**config.mk**
```make
export PLATFORM = sky130hd
export DESIGN_NAME = tx_fifo_top
export DESIGN_NICKNAME = d
export VERILOG_FILES = /design/src/rtl/tx_fifo_top.sv
export SDC_FILE = /design/constraint.sdc
export NUM_CORES = 1
export LEC_CHECK = 0
export CORE_MARGIN = 2
export CORE_UTILIZATION = 45
export DETAILED_ROUTE_END_ITERATION = 7
export HOLD_SLACK_MARGIN = 0.15
export PLACE_DENSITY = 0.71
export SYNTH_ARGS = -nofsm -noshare
export SYNTH_HDL_FRONTEND = slang
export SYNTH_SLANG_ARGS = --single-unit
```
**constraint.sdc**
```tcl
create_clock -name CLK100MHZ -period 2.9 [get_ports CLK100MHZ]
set_input_delay 0.87 -clock CLK100MHZ [delete_from_list [all_inputs] [get_ports CLK100MHZ]]
set_output_delay 0.87 -clock CLK100MHZ [all_outputs]
set_load 0.01 [all_outputs]
```
**src/rtl/tx_fifo_top.sv**
```systemverilog
// Button-triggered UART transmitter with FIFO, debouncer and 2-flop synchronizers.
// Optional sticky overflow flag on LED17_R enabled by macro TX_FIFO_OVERFLOW_EN.
module tx_fifo_top #(
  parameter int CLK_FREQUENCY    = 100_000_000,
  parameter int BAUD_RATE        = 19_200,
  parameter int DATA_BITS        = 8,
  parameter int PARITY_MODE      = 1,
  parameter int STOP_BITS        = 1,
  parameter int FIFO_DEPTH       = 8,
  parameter int DEBOUNCE_TIME_US = 100
) (
  input  logic       CLK100MHZ,
  input  logic       CPU_RESETN,
  input  logic [7:0] SW,
  input  logic       BTNC,
  output logic [7:0] LED,
  output logic       LED16_B,
  output logic       LED17_G,
  output logic       LED17_R,
  output logic       UART_RXD_OUT
);

  localparam int BIT_CLKS = CLK_FREQUENCY / BAUD_RATE;
  localparam int DB_CLKS  = CLK_FREQUENCY / 1_000_000 * DEBOUNCE_TIME_US;
  localparam int BW       = $clog2(BIT_CLKS + 1);
  localparam int DW       = $clog2(DB_CLKS + 1);
  localparam int AW       = $clog2(FIFO_DEPTH);

  typedef enum logic [2:0] {
    S_IDLE,
    S_START,
    S_DATA,
    S_PARITY,
    S_STOP
  } state_t;

  logic [7:0]           r_sw_s1, r_sw_s2, r_led;
  logic                 r_btn_s1, r_btn_s2;
  logic                 r_db, r_db_q, r_boot, r_armed;
  logic [DW-1:0]        r_dbc;
  logic [DATA_BITS-1:0] r_mem [FIFO_DEPTH];
  logic [AW:0]          r_wptr, r_rptr;
  state_t               r_state, w_state_n;
  logic [BW-1:0]        r_baud, w_baud_n;
  logic [2:0]           r_bit, w_bit_n;
  logic [DATA_BITS-1:0] r_shift, w_shift_n;
  logic                 r_par, w_par_n;
  logic                 r_txd, w_txd_n;
  logic                 w_push_req, w_push, w_pop, w_load, w_tick;
  logic                 w_empty, w_full;
  logic [DATA_BITS-1:0] w_rdata;

  always_ff @(posedge CLK100MHZ or negedge CPU_RESETN) begin
    if (!CPU_RESETN) begin
      r_sw_s1  <= '0;
      r_sw_s2  <= '0;
      r_led    <= '0;
      r_btn_s1 <= 1'b0;
      r_btn_s2 <= 1'b0;
    end else begin
      r_sw_s1  <= SW;
      r_sw_s2  <= r_sw_s1;
      r_led    <= r_sw_s2;
      r_btn_s1 <= BTNC;
      r_btn_s2 <= r_btn_s1;
    end
  end

  // Arm only once the real button level is seen low after reset,
  // so a button held through reset never yields a push.
  always_ff @(posedge CLK100MHZ or negedge CPU_RESETN) begin
    if (!CPU_RESETN) begin
      r_db    <= 1'b0;
      r_db_q  <= 1'b0;
      r_dbc   <= '0;
      r_boot  <= 1'b0;
      r_armed <= 1'b0;
    end else begin
      r_db_q <= r_db;
      r_boot <= 1'b1;
      if (r_boot && !r_btn_s1 && !r_btn_s2)
        r_armed <= 1'b1;
      if (r_btn_s2 == r_db) begin
        r_dbc <= '0;
      end else if (r_dbc == DW'(DB_CLKS - 1)) begin
        r_db  <= r_btn_s2;
        r_dbc <= '0;
      end else begin
        r_dbc <= r_dbc + 1'b1;
      end
    end
  end

  assign w_push_req = r_db & ~r_db_q & r_armed;
  assign w_empty = (r_wptr == r_rptr);
  assign w_full  = (r_wptr[AW] != r_rptr[AW]) &&
                   (r_wptr[AW-1:0] == r_rptr[AW-1:0]);
  assign w_push  = w_push_req && (!w_full || w_pop);
  assign w_rdata = r_mem[r_rptr[AW-1:0]];

  always_ff @(posedge CLK100MHZ) begin
    if (w_push)
      r_mem[r_wptr[AW-1:0]] <= r_sw_s2[DATA_BITS-1:0];
  end

  always_ff @(posedge CLK100MHZ or negedge CPU_RESETN) begin
    if (!CPU_RESETN) begin
      r_wptr <= '0;
      r_rptr <= '0;
    end else begin
      if (w_push) r_wptr <= r_wptr + 1'b1;
      if (w_pop)  r_rptr <= r_rptr + 1'b1;
    end
  end

  always_ff @(posedge CLK100MHZ or negedge CPU_RESETN) begin
    if (!CPU_RESETN) begin
      r_state <= S_IDLE;
      r_baud  <= '0;
      r_bit   <= '0;
      r_shift <= '0;
      r_par   <= 1'b0;
      r_txd   <= 1'b1;
    end else begin
      r_state <= w_state_n;
      r_baud  <= w_baud_n;
      r_bit   <= w_bit_n;
      r_shift <= w_shift_n;
      r_par   <= w_par_n;
      r_txd   <= w_txd_n;
    end
  end

  // Line value is computed for the next state so the register stays aligned.
  always_comb begin
    w_state_n = r_state;
    w_baud_n  = r_baud;
    w_bit_n   = r_bit;
    w_shift_n = r_shift;
    w_par_n   = r_par;
    w_txd_n   = r_txd;
    w_pop     = 1'b0;
    w_load    = 1'b0;
    w_tick    = (r_baud == BW'(BIT_CLKS - 1));
    if (r_state != S_IDLE)
      w_baud_n = w_tick ? '0 : r_baud + 1'b1;
    unique case (r_state)
      S_IDLE: w_load = !w_empty;
      S_START: begin
        if (w_tick) begin
          w_state_n = S_DATA;
          w_txd_n   = r_shift[0];
        end
      end
      S_DATA: begin
        if (w_tick) begin
          if (r_bit == 3'(DATA_BITS - 1)) begin
            w_bit_n = '0;
            if (PARITY_MODE != 0) begin
              w_state_n = S_PARITY;
              w_txd_n   = r_par;
            end else begin
              w_state_n = S_STOP;
              w_txd_n   = 1'b1;
            end
          end else begin
            w_bit_n   = r_bit + 1'b1;
            w_shift_n = r_shift >> 1;
            w_txd_n   = r_shift[1];
          end
        end
      end
      S_PARITY: begin
        if (w_tick) begin
          w_state_n = S_STOP;
          w_txd_n   = 1'b1;
        end
      end
      S_STOP: begin
        if (w_tick) begin
          if (r_bit == 3'(STOP_BITS - 1)) begin
            w_bit_n = '0;
            w_load  = !w_empty;
            if (w_empty) begin
              w_state_n = S_IDLE;
              w_txd_n   = 1'b1;
            end
          end else begin
            w_bit_n = r_bit + 1'b1;
          end
        end
      end
      default: w_state_n = S_IDLE;
    endcase
    if (w_load) begin
      w_pop     = 1'b1;
      w_state_n = S_START;
      w_shift_n = w_rdata;
      w_par_n   = (^w_rdata) ^ (PARITY_MODE == 2);
      w_txd_n   = 1'b0;
      w_baud_n  = '0;
      w_bit_n   = '0;
    end
  end

`ifdef TX_FIFO_OVERFLOW_EN
  logic r_ovf;
  always_ff @(posedge CLK100MHZ or negedge CPU_RESETN) begin
    if (!CPU_RESETN)
      r_ovf <= 1'b0;
    else if (w_push_req && !w_push)
      r_ovf <= 1'b1;
  end
  assign LED17_R = r_ovf;
`else
  assign LED17_R = 1'b0;
`endif

  assign LED          = r_led;
  assign LED16_B      = (r_state != S_IDLE);
  assign LED17_G      = w_full;
  assign UART_RXD_OUT = r_txd;

endmodule
```
Word level (Yosys, flattened, before mapping)

Memory sizes are Yosys's and may differ from the RTL's.
Cells that the tools add are included.

Register bits after elaboration: 81
Memory bits (writable): 64
Input bits: 11
Output and inout bits: 12
Memories kept: 1

Memory list:

| memory | depth | width | rd ports | clocked after Yosys merged registers in | write ports | RTL line | RTL |
|---|---|---|---|---|---|---|---|
| r_mem  | 8     | 8     | 1        | 0                                       | 1           | 41       | `logic [DATA_BITS-1:0] r_mem [FIFO_DEPTH];` |

Add/subtract/negate cells: 5
Eq/ne operators: 20
Mux-type cells: 39
Bitwise operators: 4
Reductions and logical operators: 23

Operators with widths:

| cell                  | number |
|---|---|
| $mux 13               | 3 |
| $mux 3                | 13 |
| $mux 8                | 4 |
| $mux 14               | 2 |
| $ne 3x3->1 const B    | 7 |
| $pmux 3 s5            | 1 |
| $add 14x1->14 const B | 1 |
| $eq 14x14->1 const B  | 1 |
| $add 13x1->13 const B | 1 |
| $eq 13x13->1 const B  | 1 |
| $mux 1                | 13 |
| $add 4x1->4 const B   | 2 |
| $reduce_and 8->1      | 1 |
| $reduce_xor 8->1      | 1 |
| $reduce_and 7->1      | 1 |
| $eq 3x2->1 const B    | 2 |
| $eq 3x3->1 const B    | 2 |
| $logic_not 3->1       | 2 |
| $pmux 3 s2            | 1 |
| $reduce_and 3->1      | 2 |
| $reduce_bool 2->1     | 3 |
| $reduce_bool 3->1     | 2 |
| $reduce_bool 5->1     | 1 |
| $eq 4x4->1            | 1 |
| 14 further kinds      | 23 |

Depth between registers and ports, before layout

Word-level depth: 10
Depth in mapped cells: 9

Least setup slack after synthesis

No wires, ideal clock.

Kind: reg2reg
From: register r_baud[8]
To: memory r_mem[4][0] (enable)
Arrival: 2726 ps
Setup slack: -211 ps
Stages on the path, launching flop included: 7
Path buffers: 0
Clock period less this slack: 3111 ps
Path through: dfrtp_1 > or4b_1 > or4_4 > a21o_1 > a211oi_4 > nand2b_1 > nor3b_1

Word-level cells in the longest chain between the ends: 8

RTL lines:

| item                         | RTL line | RTL |
|---|---|---|
| start: declaration           | 44       | `logic [BW-1:0] r_baud, w_baud_n;` |
| start signal: assignment     | 126      | `r_baud <= w_baud_n;` |
| $eq 13x13->1                 | 144      | `w_tick = (r_baud == BW'(BIT_CLKS - 1));` |
| $mux 1                       | 180      | `if (w_tick) begin` |
| $pmux 1 s2                   | 147      | `unique case (r_state)` |
| $mux 1                       | 195      | `if (w_load) begin` |
| $logic_or 1x1->1             | 98       | `assign w_push = w_push_req && (!w_full \|\| w_pop);` |
| $logic_and 1x1->1            | 98       |  |
| $mux 1                       | 102      | `if (w_push)` |
| $mux 1 (implied by the code) | 103      | `r_mem[r_wptr[AW-1:0]] <= r_sw_s2[DATA_BITS-1:0];` |
| end: declaration             | 41       |  |

Every way passes these cells.

Worst setup path in the final report

From: register r_baud[8]
To: memory r_mem[3][1] (enable)

Same word-level chain as after synthesis.

==> impl_results.md <==
* Outcome: completed
* Clock-pin slew of the registers on the worst-case setup and hold paths at 0.06 ns
* Pleak at 2.80 nW
* Number of nets with antenna violations after routing at 0
* Clock period minus worst slack at 2.83 ns
* Worst setup margin at 0.0725 ns
* Most frequent cells in the layout: dfrtp_1, edfxtp_1, nor2_1, nand2_1, buf_4
* Drt drc at 0
* Pin count of the biggest net entering global routing at 51
* Min-delay worst type: register to register
* I/O Buffers at 21
* Commonest register cell after synthesis: dfrtp_1
* Die width at 119 µm
* Sequential area share after synthesis at 66.4%
* NetSw at 0.925 mW
* Iteration-0 DRC Markers at 310
* Worst-skew pair later-pin latency at 0.43 ns
* CTS root buffer: clkbuf_16
* Placer congestion estimate at 0.824
* Total CTS buffers at 17
* Mean post-synth cell area at 14.1 µm²
* Share of layout cells above drive strength 1 at 19.9%
* Leading area contributor after synthesis: dfrtp_1
* Synth Net Count at 439
* Critical Path RT at 3.04 ns
* Yosys top cell area share at 33.6%
* Most common cell after layout, fill and taps aside: dfrtp_1
* Comb power frac at 1.4%
* Initial antenna violation count at 0
* Clock buffer depth at 2
* Cell count after synthesis at 421
* Yosys warns at 0
* Max H-tree Level at 4
* GRT overflow at 0
* Pre-CTS setup slack at 0.0806 ns
* Slew at the pin closest to its max-slew limit at 0.499 ns
* First-pass GRT wire length at 17.6 mm
* CP endpoint kind: register
* Synth top area cells: dfrtp_1, edfxtp_1, mux4_2, xor2_1, xnor2_1
* DP Wirelength at 7.08 mm
* First-pass iteration count of the detailed router at 4
* CP Launch Type: register
* Io pins at 23
* DR WL/cell at 16.4 µm
* Data arrival, critical path at 2.97 ns
* Layout Skew at 0.00584 ns
* Async set-or-reset flop fraction in the synthesized netlist at 55.9%
* Final Max Tran Viols at 0
* # clock sinks at 145
* DR vias/cell at 5.25
* Placed cell area at 6480 µm²
* Final Cycle Share at 97.5%
* Post-synth EDFFs at 64
* Sequential share of power at 50.6%
* Fmax at 0.354 GHz
* GRT Total Usage at 16.5%
* Hold Buf Count CTS at 0
* P per Cell Area at 610 nW/µm²
* Initial core utilization at 45.5%
* Yosys reg bits at 145
* # rows at 42
* Placed Cells at 619
* Die area at 14200 µm²
* Max-cap violations at 0
* Peak VDD IR at 0.465 mV
* Hold Fails Final Rpt at 0
* Area growth syn-to-layout at 19.4%
* Switching Fraction at 21.3%
* Post-synth cell types at 47
* Crit path kind: register to register
* Pint at 3.41 mW
* Final wirelength at 10.7 mm
* Fin nets at 483
* # setup viols final at 0
* Worst slew margin at 66.5%
* Clk pwr share at 48.0%
* Finished Cell Area at 7110 µm²
* Die extent in y at 119 µm
* Core Region at 13100 µm²
* Area of the mapped netlist at 5950 µm²
* Final std cells w/o fill at 654
* Worst-path fanout max at 8
* # diodes at 0
* CTS tree: built
* Vias at 3431
* Vias in the first global route at 3419
power by group through the flow:
stage | clock network, mW | registers, mW | logic [mW]
after floorplan | 0 | 2.23 | 0.00939
after global placement | 0 | 2.23 | 0.0632
after detailed placement | 0 | 2.23 | 0.0640
after CTS | 2.13 | 2.19 | 0.0642
after global routing | 2.22 | 2.20 | 0.0706
final | 2.08 | 2.19 | 0.0612
cell type report:
cell class | count | area, µm²
Fill cell | 1061 | 5980
Multi-Input combinational cell | 248 | 1930
Inverter | 9 | 33.8
Timing Repair Buffer | 44 | 399
Clock buffer | 19 | 443
Tap cell | 176 | 220
Sequential cell | 145 | 3950
Clock inverter | 13 | 128
logic make-up (layout without fill, tap and decap cells):
| group | Yosys count | in the layout | share of synthesized area (%) |
|---|---|---|---|
| flops | 145 | 145 | 66.4 |
| simple gates | 125 | 125 | 10.6 |
| xor+xnor | 40 | 40 | 5.88 |
| compound gates | 39 | 39 | 4.18 |
| mux | 35 | 35 | 9.48 |
| buf+inv | 28 | 85 | 1.87 |
| fa+ha+maj | 7 | 7 | 1.47 |
| other cells | 2 | 2 | 0.126 |
worst paths after layout:
path	slack, ns	end	from	cells after the start
setup / recovery	0.07	r_mem[3][1]	r_baud[8]	7
hold / removal	0.35	r_sw_s2[1]	r_sw_s1[1]	0
setup reg to reg	0.07	r_mem[3][1]	r_baud[8]	7
hold reg to reg	0.35	r_sw_s2[1]	r_sw_s1[1]	0
max in group asynchronous	1.88	UART_RXD_OUT	CPU_RESETN	2
min in group asynchronous	0.38	r_shift[4]	CPU_RESETN	1
layer usage:
layer  GRT usage [%]  part of all wire, %  vias to the layer above
met3            5.17                  5.5                       20
met1            22.5                   46                     1698
li1                -                    -                     1613
met2            24.9                   47                      100
met4            6.32                  1.8                        0
met5               0                    0                        -
critical path: stages, from the launching register on:
cell,delay (ns)
dfrtp_1,0.41
or4b_1,0.53
or4_4,0.44
a21o_1,0.22
a211oi_4,0.36
nand2_2,0.15
nor3b_2,0.25
buf_6,0.18
per-stage QoR:
step	util, %	hold slack (ns)	power, mW	setup TNS, ns
after floorplan	-	0.331	2.24	-4.71
after global placement	49.5	0.332	2.30	0
after detailed placement	49.5	0.335	2.30	0
after CTS	54.0	0.349	4.38	0
after global routing	54.3	0.356	4.48	-0.111
final	54.3	0.347	4.34	0
sequential cells by signal (all words and copies together) (netlist names):
name          cells
r_sw_s2           8
r_armed           1
r_mem            64
r_btn_s1          1
r_shift           8
UART_RXD_OUT      1
r_boot            1
r_btn_s2          1
r_wptr            4
LED               8
r_dbc            14
r_rptr            4
r_state           3
r_sw_s1           8
r_db_q            1
r_db              1
r_baud           13
r_bit             3
r_par             1
what timing repair did:
item / CTS / global route
setup endpoints to repair: 1 / 59
gates resized for setup: 1 / 10
endpoints found under the hold margin: 0 / 0
pin swaps: 1 / 4
buffers inserted: 1 / 2
synth_stat cells, drive strengths merged, types with 4 or more instances:
library cell  instances
clkbuf               16
edfxtp               64
nor2                 35
nand4                 9
xor2                 21
nor3b                 5
a21oi                 9
mux2i                 8
dfrtp                80
o21ai                15
nand2                29
and3                  8
ha                    7
mux4                 16
inv                   9
nand3                15
nor3                  4
mux2                 11
xnor2                19
Note: power is estimated with default switching activity, not from simulation.
